--- config.mk ---
export PLATFORM = sky130hd
export DESIGN_NAME = alu_acc_seq
export DESIGN_NICKNAME = d
export VERILOG_FILES = /design/src/rtl/alu_acc_seq.sv
export SDC_FILE = /design/constraint.sdc
export NUM_CORES = 1
export LEC_CHECK = 0
export BUFFER_PORTS_ARGS = -buffer_cell sky130_fd_sc_hd__buf_2
export CORE_ASPECT_RATIO = 0.75
export CORE_MARGIN = 2
export CORE_UTILIZATION = 40
export CTS_CLUSTER_SIZE = 10
export DETAILED_ROUTE_END_ITERATION = 12
export GPL_TIMING_DRIVEN = 0
export PLACE_DENSITY = 0.69
export SETUP_SLACK_MARGIN = 0.05
export SLEW_MARGIN = 20
export SYNTH_ARGS = -nofsm -noshare
export SYNTH_HDL_FRONTEND = slang
export SYNTH_SLANG_ARGS = --single-unit
--- constraint.sdc ---
create_clock -name clk -period 1.5 [get_ports clk]
set_input_delay 0.225 -clock clk [delete_from_list [all_inputs] [get_ports clk]]
set_output_delay 0.225 -clock clk [all_outputs]
set_load 0.005 [all_outputs]
--- src/rtl/alu_acc_seq.sv ---
// alu_acc_seq: sequencer around an external combinational ALU with a WIDTH-bit accumulator.
// A command is accepted in IDLE and applied in EXEC. The result is then held in RESP
// until the consumer accepts it.
//
// Ports:
//   clk, rst          - clock (rising edge) and asynchronous active-high reset
//   in_valid/in_ready - command handshake; in_cmd[3] = LOAD, in_cmd[2:0] = ALU select
//   in_operand        - signed operand B, captured on handshake
//   alu_a/alu_b/alu_sel - buses to the external ALU (A = acc, B = captured operand)
//   alu_res/alu_zero/alu_neg - combinational ALU result and flags
//   out_valid/out_ready - result handshake; out_data mirrors the accumulator
//   out_zero/out_neg  - registered flags of the last executed command
//   op_count          - completed-command count, wraps at 255
module alu_acc_seq #(
  parameter int unsigned WIDTH = 8
) (
  input  logic                    clk,
  input  logic                    rst,
  input  logic                    in_valid,
  output logic                    in_ready,
  input  logic [3:0]              in_cmd,
  input  logic signed [WIDTH-1:0] in_operand,
  output logic signed [WIDTH-1:0] alu_a,
  output logic signed [WIDTH-1:0] alu_b,
  output logic [2:0]              alu_sel,
  input  logic signed [WIDTH-1:0] alu_res,
  input  logic                    alu_zero,
  input  logic                    alu_neg,
  output logic                    out_valid,
  input  logic                    out_ready,
  output logic signed [WIDTH-1:0] out_data,
  output logic                    out_zero,
  output logic                    out_neg,
  output logic [7:0]              op_count
);

  typedef enum logic [1:0] {StIdle, StExec, StResp} state_e;

  state_e           state_q, state_d;
  logic [WIDTH-1:0] acc_q, acc_d;
  logic [WIDTH-1:0] opnd_q, opnd_d;
  logic [3:0]       cmd_q, cmd_d;
  logic             zero_q, zero_d;
  logic             neg_q, neg_d;
  logic [7:0]       cnt_q, cnt_d;

  always_ff @(posedge clk or posedge rst) begin
    if (rst) begin
      state_q <= StIdle;
      acc_q   <= '0;
      opnd_q  <= '0;
      cmd_q   <= '0;
      zero_q  <= 1'b1;
      neg_q   <= 1'b0;
      cnt_q   <= '0;
    end else begin
      state_q <= state_d;
      acc_q   <= acc_d;
      opnd_q  <= opnd_d;
      cmd_q   <= cmd_d;
      zero_q  <= zero_d;
      neg_q   <= neg_d;
      cnt_q   <= cnt_d;
    end
  end

  always_comb begin
    state_d = state_q;
    acc_d   = acc_q;
    opnd_d  = opnd_q;
    cmd_d   = cmd_q;
    zero_d  = zero_q;
    neg_d   = neg_q;
    cnt_d   = cnt_q;
    unique case (state_q)
      StIdle: begin
        if (in_valid) begin
          opnd_d  = in_operand;
          cmd_d   = in_cmd;
          state_d = StExec;
        end
      end
      StExec: begin
        if (cmd_q[3]) begin
          // LOAD bypasses the ALU; flags are derived from the operand itself.
          acc_d  = opnd_q;
          zero_d = (opnd_q == '0);
          neg_d  = opnd_q[WIDTH-1];
        end else begin
          acc_d  = alu_res;
          zero_d = alu_zero;
          neg_d  = alu_neg;
        end
        state_d = StExec == state_q ? StResp : state_q;
      end
      StResp: begin
        if (out_ready) begin
          state_d = StIdle;
          cnt_d   = cnt_q + 8'd1;
        end
      end
      default: state_d = StIdle;
    endcase
  end

  assign in_ready  = (state_q == StIdle);
  assign out_valid = (state_q == StResp);
  assign alu_a     = acc_q;
  assign alu_b     = opnd_q;
  // The select is only presented while the ALU result is actually consumed.
  assign alu_sel   = (state_q == StExec) ? cmd_q[2:0] : 3'b000;
  assign out_data  = acc_q;
  assign out_zero  = zero_q;
  assign out_neg   = neg_q;
  assign op_count  = cnt_q;

endmodule

# Word level (Yosys, flattened, before mapping)
# Index checks and enable logic that the tools add are counted.
dict set report totals {
  out_inout_bits 39
  word_cells 27
  reg_bits 32
}
dict set report op_classes {
  n_eq_ne 6
  n_reduce_logical 5
  muxes 8
  n_addsub 1
}
# cell n
set ops {}
lappend ops {{$add A8 B1 Y8 const B} 1}
lappend ops {{$logic_not A8 Y1} 1}
lappend ops {{$mux W8} 1}
lappend ops {{$mux W2} 3}
lappend ops {{$pmux W2 S3} 1}
lappend ops {{$ne A2 B2 Y1 const B} 2}
lappend ops {{$reduce_and A2 Y1} 2}
lappend ops {{$mux W3} 1}
lappend ops {{$reduce_and A3 Y1} 1}
lappend ops {{$eq A1 B2 Y1 const A} 1}
lappend ops {{$eq A2 B1 Y1 const B} 1}
lappend ops {{$eq A2 B2 Y1 const B} 1}
lappend ops {{$logic_not A2 Y1} 1}
lappend ops {{$mux W1} 2}
lappend ops {{$ne A2 B1 Y1 const B} 1}

# Depth between registers and ports, before layout
# Gate-level depths: netlist of run 1.
dict set report depth {
  depth_word 3
  depth_mapped 5
  ltp_nobuf 4
}

# Least setup slack after synthesis of run 1
# No wires, ideal clock.
dict set report synth_path {
  path_kind {flip-flop to flip-flop}
  start {register state_q[1]}
  end {register opnd_q[0] (netlist: alu_b[0])}
  stages_incl_launch_ff 6
  path_buffers 2
  arrival_ps 1195
  setup_slack_ps 180
  path_cell_list {dfrtp_1 > nor2_2 > and2_4 > buf_6 > buf_12 > mux2_4}
}
dict set report synth_via {
  elab_chain_cells 2
}
# item line
set synth_lines {}
lappend synth_lines {{from (decl)} 39} ;# state_e state_q, state_d;
lappend synth_lines {{from (signal assigned)} 49} ;# state_q <= StIdle;
lappend synth_lines {{from (signal assigned)} 57} ;# state_q <= state_d;
lappend synth_lines {{$logic_not A2 Y1} --}
lappend synth_lines {{via in_ready} 20} ;# output logic in_ready,
lappend synth_lines {{$reduce_and A2 Y1 (no source line)} --}
lappend synth_lines {{to (signal assigned)} 59} ;# opnd_q <= opnd_d;
lappend synth_lines {{to (decl)} 41} ;# logic [WIDTH-1:0] opnd_q, opnd_d;
# The timed path passes the listed nets, and every way through them passes these cells.
# A chain may end at the register's enable or synchronous reset.

# Worst setup path after layout of run 1
dict set report layout_path {
  start {register state_q[1]}
  end {output port alu_sel[1]}
}
dict set report layout_via {
  elab_chain_cells 2
}
# item line
set layout_lines {}
lappend layout_lines {{$eq A2 B1 Y1} 111} ;# assign alu_sel = (state_q == StExec) ? cmd_q[2:0] : 3'b000;
lappend layout_lines {{$mux W3} 111}
lappend layout_lines {{to (decl)} 25} ;# output logic [2:0] alu_sel,
# No other way between the ends.

==> summary.md, run 1 <==
## Run status
* complete, no violations — result of the run

## Finish
* 0.5500 — share of final-layout standard cells stronger than drive strength 1
* 315 — fillers
* 227 — number of nets in the finished design
* 0 — Inserted Diodes
* 0.002042 mm2 — cell area after layout
* 35.55% — area grow syn2layout

## Setup path
* reg -> out — critical path start-end classification
* simple AND/OR/NAND/NOR gates — crit-path leading delay family
* 1 — buffer and inverter count on the worst path
* primary output — critical path capture point type
* and2b_2 -> and2_4 -> buf_6 — cell-by-cell trace of the critical path
* 4 — largest fanout of any net on the critical path
* 1.27 ns — Required @ worst endpoint
* 5 — Reg2Reg Depth
* 1.21 ns — signal arrival time at the worst endpoint
* dfrtp_1 — cell with the largest stage delay on the worst path
* 0.10 ns — flop2flop setup slack
* 0.41 ns — slowest cell delay on critical path
* cmd_q[1]$_DFFE_PP0P_ — reg-to-reg critical path endpoint
* state_q[1]$_DFFE_PP0P_ — reg2reg start
* flop — category of the worst setup path launch point

## STA
* 0.5599 — tightest slew margin relative to the limit
* 0.6591 ns — transition at the pin with the smallest max-transition slack
* 0.007487 ns — worst-case clock skew
* 0 — count of pins over their slew limit
* 0 — number of failing hold endpoints at the final stage
* 1.435 ns — minimum clock period
* true — unrepaired setup endpoints after global routing
* 0.06506 ns — crit path setup slack, layout
* 0 — number of setup violations in the final report
* 0.9566 — period utilization
* 0 ns — Setup TNS Final
* 696.9 MHz — Fmax

## Routing
* 0 — antenna violation net count after detailed routing
* 1195 — number of vias after detailed routing
* 0 — Residual DRC
* 12.93 um — WL per Instance
* 4.742 — vias per cell
* 3259 um — post-detailed-routing wire length
* 80 — number of design-rule violations left by the first detailed-router iteration
* 4 — first-pass detailed-route iteration total

## Floorplan
* 57.15 um — vertical die dimension
* 74.86 um — horizontal die dimension
* 0.4142 — starting density of the core
* 0.003637 mm2 — Placeable Area
* 65 — number of placed I/O pins
* 19 — Placement Rows
* 0.004278 mm2 — die outline area

## GRT
* 1092 — via count of the first global-routing pass
* 33 — largest net degree at the start of global routing
* 0.1621 — Total GRT Usage
* 5009 um — wire length of the first global-routing pass
* 0 — total global routing overflow
* 0 — number of antenna violations at the first check in global routing

## Yosys
* dfrtp_1 (51%), mux2_4 (9.0%), mux2i_1 (6.0%), buf_4 (4.0%), nand2_1 (3.2%) — dominant cells by area after synthesis
* 0.5150 — top cell type's share of synthesized area
* 0.1279 — share of synthesized cell area in and, or, nand and nor gates
* 0 — number of synthesis warnings
* 124 — Mapped Cells
* 0.1719 — multiplexer share of the synthesized area
* multiplexers — main combinational cell family by area after synthesis
* 0.001506 mm2 — Synth Cell Area
* 0.04070 — fraction of the mapped netlist area in compound gates
* 0.5324 — sequential cell area fraction in the yosys report
* 33 — number of distinct library cells after synthesis
* 151 — post-synthesis net count
* 0.04070 — fraction of synthesized cell area in xor and xnor cells
* dfrtp_1 — Yosys top cell by area
* 0.008306 — post-synthesis adder-cell area fraction
* 32 — count of state elements after synthesis
* 12.15 um2 — average instance area after synthesis

## Job
* 0 — number of violations of the max-capacitance limit

## Placement
* 0.8210 — routability cong.
* 2384 um — HPWL reported at the end of detailed placement
* 0.1185 ns — pre-CTS worst setup slack
* 64 — number of port buffers
* 0.001892 mm2 — cell area reported after detailed placement

## CTS
* 0 — hold buffer count at cts
* 0.06 ns — clock-pin transition on the worst setup and hold timing paths
* 2 — worst-case clock buffer depth
* 5 — total clock buffers created by CTS
* 32 — # clock sinks
* clkbuf_8 — cell at the root of the clock tree
* 2 — H-tree depth reported by CTS
* 0.28 ns — Worst-Skew Late Latency
* done — TritonCTS clock tree

## Pwr
* 0.9674 mV — VDD IR-drop max
* 1993 mW/mm2 — pwr dens
* 1.082 nW — Leak Pwr

## Worst hold path
* in -> async — type of the tightest min-delay check

-- where the power goes --
| group | switching [mW] | internal, mW | total (mW) |
|---|---|---|---|
| clock | 0.283 | 0.314 | 0.597 |
| combinational | 0.732 | 1.13 | 1.86 |
| sequential | 0.356 | 1.25 | 1.61 |
| total | 1.37 | 2.70 | 4.07 |
-- state kept, by name, indices dropped and copies added, names as in the netlist --
| signal | cells |
|---|---|
| state_q | 2 |
| alu_b | 8 |
| alu_a | 8 |
| op_count | 8 |
| cmd_q | 4 |
| out_neg | 1 |
| out_zero | 1 |
-- cell usage after synthesis (all sizes together) --
cell type / number
mux2: 12
buf: 13
nand3: 2
nand4: 3
o21ai: 10
nor2b: 1
a21oi: 1
or2b: 1
dfrtp: 31
ha: 1
and2: 4
dfstp: 1
xnor2: 5
nor4: 2
nor3: 2
and4: 1
nand2b: 1
mux2i: 9
and2b: 1
xor2: 2
nand3b: 1
a31oi: 1
nor2: 2
and3b: 1
nand2: 13
inv: 3
-- kinds of logic (layout without fill, tap and decap cells) --
group                      count (synthesis)  in the layout
DFF                                       32             32
AOI/OAI and AO/OA                         12             12
xor gates and xnor gates                   7              7
and+or+nand+nor                           35             35
buffers and inverters                     16             92
adders and majority gates                  1              1
muxes                                     21             21
-- routing by layer --
metal	share of wire	up-vias	track usage
li1	-	568	-
met1	0.45	581	0.2170
met2	0.47	44	0.2331
met3	0.070	2	0.07597
met4	0.0068	0	0.05357
met5	0	-	0
-- layout make-up --
type                    instances  area, um2  share of cell area
inverters                       3      11.26            0.005515
well taps                      52      65.06             0.03186
clock buffers                   6      72.57             0.03554
multi-input cells              76      599.3              0.2935
clock inverters                 1      5.005            0.002451
flip-flops and latches         32      802.0              0.3928
plain buffers                  13      106.4             0.05208
repair buffers                 69      380.4              0.1863
-- per-stage QoR --
stage | hold slack (ns) | utilization | power, mW | cells
after CTS | 0.05829 | 0.5476 | 4.010 | 250
after global placement | 0.4568 | 0.5201 | 3.281 | 240
after global routing | 0.08179 | 0.5614 | 4.387 | 252
after detailed placement | 0.3659 | 0.5201 | 3.352 | 240
after floorplan | 0.3323 | - | 2.663 | 124
final | 0.03649 | 0.5614 | 4.070 | 252
-- worst max-delay path by stage --
stage,from,end,depth (start not counted)
2_1_floorplan,state_q[1]$_DFFE_PP0P_,alu_b[0]$_DFFE_PP0P_,5
3_3_place_gp,state_q[1]$_DFFE_PP0P_,alu_b[2]$_DFFE_PP0P_,5
3_5_place_dp,state_q[1]$_DFFE_PP0P_,alu_b[7]$_DFFE_PP0P_,5
4_1_cts,state_q[1]$_DFFE_PP0P_,alu_sel[1],3
5_1_grt,state_q[1]$_DFFE_PP0P_,out_valid,4
6_report,state_q[1]$_DFFE_PP0P_,alu_sel[1],3
-- placed cells by master (no fill, tap or decap), types with 2 or more instances in the layout --
| cell | instances |
|---|---|
| xnor2_1 | 5 |
| nand2_1 | 13 |
| nor4_1 | 2 |
| mux2_4 | 9 |
| nand4_1 | 3 |
| clkbuf_8 | 5 |
| and2_4 | 4 |
| mux2_2 | 3 |
| dfrtp_1 | 31 |
| buf_6 | 5 |
| o21ai_1 | 2 |
| buf_2 | 64 |
| mux2i_1 | 9 |
| inv_1 | 2 |
| buf_4 | 12 |
| xor2_1 | 2 |
| o21ai_0 | 8 |
| nand3_1 | 2 |
-- timing repair --
action                                  4_1_cts  5_1_grt
pin swaps                                     0        4
setup buffers                                 3        2
gates resized for setup                       0        8
endpoints found under the setup margin        3        5
No activity file was read; power rests on OpenSTA's default activity.
==> inputs of run 2 (changes only) <==
--- a/config.mk
+++ b/config.mk
@@ -8,11 +8,10 @@
 export BUFFER_PORTS_ARGS = -buffer_cell sky130_fd_sc_hd__buf_2
 export CORE_ASPECT_RATIO = 0.75
 export CORE_MARGIN = 2
-export CORE_UTILIZATION = 40
+export CORE_UTILIZATION = 30
 export CTS_CLUSTER_SIZE = 10
 export DETAILED_ROUTE_END_ITERATION = 12
 export GPL_TIMING_DRIVEN = 0
-export PLACE_DENSITY = 0.69
 export SETUP_SLACK_MARGIN = 0.05
 export SLEW_MARGIN = 20
 export SYNTH_ARGS = -nofsm -noshare
==> run 2 against run 1 <==
  * The flow now finishes with violations (design-rule violations)
  * Critical path depth unchanged
  * Sequential power about the same
  * Routed wire length up 4.7%
  * Critical path type unchanged
  * Highest routed layer unchanged
==> summary.md, run 2 (synthesis gave the netlist of run 1 again) <==
## Run status
* finished, violations left — result of the run
* design-rule violations — violated checks

## STA
* 0 — number of setup violations in the final report, unchanged
* 0.007108 ns — worst-case clock skew, -0.0003790 ns
* 0.6713 ns — transition at the pin with the smallest max-transition slack, +0.01219 ns
* 703.6 MHz — Fmax, +0.96%
* 0 — number of failing hold endpoints at the final stage, unchanged
* true — unrepaired setup endpoints after global routing
* 0 ns — Setup TNS Final, unchanged
* 1.421 ns — minimum clock period, -0.01366 ns
* 0.5518 — tightest slew margin relative to the limit, -0.008141
* 0 — count of pins over their slew limit, unchanged
* 0.9475 — period utilization, -0.009107

## Setup path
* 1.27 ns — Required @ worst endpoint, about the same
* reg -> out — critical path start-end classification
* and2b_2 -> and2_1 -> buf_2 — cell-by-cell trace of the critical path
* flop — category of the worst setup path launch point
* 1 — buffer and inverter count on the worst path, unchanged
* 0.40 ns — slowest cell delay on critical path, about the same
* dfrtp_1 — cell with the largest stage delay on the worst path
* 1.20 ns — signal arrival time at the worst endpoint, about the same
* 4 — largest fanout of any net on the critical path, unchanged
* simple AND/OR/NAND/NOR gates — crit-path leading delay family
* primary output — critical path capture point type

## Finish
* 0 — Inserted Diodes, unchanged
* buf_2 (66), dfrtp_1 (31), nand2_1 (13) — most frequent cells in the layout
* 225 — number of nets in the finished design, -0.88%
* 33.89% — area grow syn2layout
* buf_2 — most frequent standard cell in the layout excluding fill and tap cells
* 479 — fillers, +52%
* 0.5226 — share of final-layout standard cells stronger than drive strength 1, -0.02739
* 0.002017 mm2 — cell area after layout, -1.2%
* 586.8 um2 — multi-input logic area, -2.1%
* 802.0 um2 — combined flip-flop and latch cell area, unchanged

## Floorplan
* 0.004872 mm2 — Placeable Area, +34%
* 22 — Placement Rows, +3
* 65.37 um — vertical die dimension, +14%
* 85.83 um — horizontal die dimension, +15%
* 0.3092 — starting density of the core, -0.1050
* 0.005610 mm2 — die outline area, +31%
* 65 — number of placed I/O pins, unchanged

## Routing
* 0 — antenna violation net count after detailed routing, unchanged
* 13.17 um — WL per Instance, +1.8%
* met4 — highest routed metal layer
* 307 um — length of routed met3 wiring, +34%
* 1560 um — routed metal-1 wirelength, +6.6%
* 1525 um — met2 wire length, -1.2%
* 4.429 — vias per cell, -6.6%
* 1147 — number of vias after detailed routing, -4.0%
* 63 — number of design-rule violations left by the first detailed-router iteration, -21%
* 3411 um — post-detailed-routing wire length, +4.7%
* 3 — Residual DRC, +3
* 8 — first-pass detailed-route iteration total, +4

## Job
* 0 — number of violations of the max-capacitance limit, unchanged

## CTS
* 2 — H-tree depth reported by CTS, unchanged
* 32 — # clock sinks, unchanged
* 5 — total clock buffers created by CTS, unchanged
* done — TritonCTS clock tree
* 0 — hold buffer count at cts, unchanged
* 2 — worst-case clock buffer depth, unchanged
* 0.28 ns — Worst-Skew Late Latency, about the same
* clkbuf_8 — cell at the root of the clock tree
* 0.07 ns — clock-pin transition on the worst setup and hold timing paths, about the same

## Worst hold path
* in -> async — type of the tightest min-delay check

## Pwr
* 2.683 mW — internal power, -0.54%
* 0.399 — sequential power share, +0.004
* 2008 mW/mm2 — pwr dens, +0.76%
* 1.070 nW — Leak Pwr, -1.2%
* 0.166 — proportion of power drawn by the clock network, +0.019
* 0.7116 mV — VDD IR-drop max, -26%
* 1.367 mW — net switching power figure, -0.36%
* 0.435 — power share of the combinational group, -0.023
* 0.3375 — switching part of the total power, +0.0004080

## GRT
* 33 — largest net degree at the start of global routing, unchanged
* 1092 — via count of the first global-routing pass, unchanged
* 5361 um — wire length of the first global-routing pass, +7.0%
* 0 — number of antenna violations at the first check in global routing, unchanged
* 0 — total global routing overflow, unchanged
* 0.1269 — Total GRT Usage, -0.03524

## Placement
* 0.001902 mm2 — cell area reported after detailed placement, +0.53%
* 0.7479 — routability cong., -8.9%
* 2474 um — HPWL reported at the end of detailed placement, +3.8%
* 64 — number of port buffers, unchanged

## run 2: metrics by stage
step | hold WS [ns] | std cells | setup WS [ns] | total power, mW | util
2_1_floorplan | 0.3323 | 124 | 0.1796 | 2.663 | -
3_3_place_gp | 0.4518 | 248 | 0.09910 | 3.330 | 0.3903
3_5_place_dp | 0.3751 | 248 | 0.1151 | 3.368 | 0.3903
4_1_cts | 0.07329 | 258 | 0.06246 | 4.089 | 0.4119
5_1_grt | 0.1006 | 259 | 0.02535 | 4.364 | 0.4140
6_report | 0.04448 | 259 | 0.07872 | 4.050 | 0.4140
## run 2: cell type report
class	count	area share
Sequential cell	32	0.3976
Multi-Input combinational cell	76	0.2909
Timing Repair Buffer	67	0.1700
Buffer	13	0.05397
Clock buffer	8	0.04467
Tap cell	60	0.03722
Inverter	3	0.005583
## run 2: power groups by stage
stage	Sequential, mW	Clock (mW)	Combinational [mW]
2_1_floorplan	1.59	0	1.08
3_3_place_gp	1.63	0	1.70
3_5_place_dp	1.64	0	1.73
4_1_cts	1.62	0.697	1.77
5_1_grt	1.69	0.743	1.93
6_report	1.62	0.672	1.76
## run 2: layer usage
| layer | track usage | up-vias |
|---|---|---|
| met1 | 0.1677 | 536 |
| met2 | 0.1914 | 45 |
| li1 | - | 562 |
| met4 | 0.03571 | 0 |
| met3 | 0.05276 | 4 |
| met5 | 0 | - |
## run 2: worst paths after layout
| kind | end | slack, ns | from | depth (start not counted) |
|---|---|---|---|---|
| setup / recovery | alu_sel[1] | 0.08 | state_q[1]$_DFFE_PP0P_ | 3 |
| hold / removal | op_count[6]$_DFFE_PP0P_ | 0.04 | rst | 2 |
| setup reg to reg | alu_b[0]$_DFFE_PP0P_ | 0.14 | state_q[1]$_DFFE_PP0P_ | 5 |
| hold reg to reg | op_count[7]$_DFFE_PP0P_ | 0.46 | op_count[7]$_DFFE_PP0P_ | 1 |
| max in group asynchronous | alu_a[0]$_DFFE_PP0N_ | 1.02 | rst | 2 |
| min in group clk | cmd_q[0]$_DFFE_PP0P_ | 0.17 | in_cmd[0] | 2 |
## run 2: what timing repair did
action,4_1_cts,5_1_grt
setup buffers,2,1
gates resized for setup,0,2
endpoints found under the setup margin,3,11
pin swaps,3,0
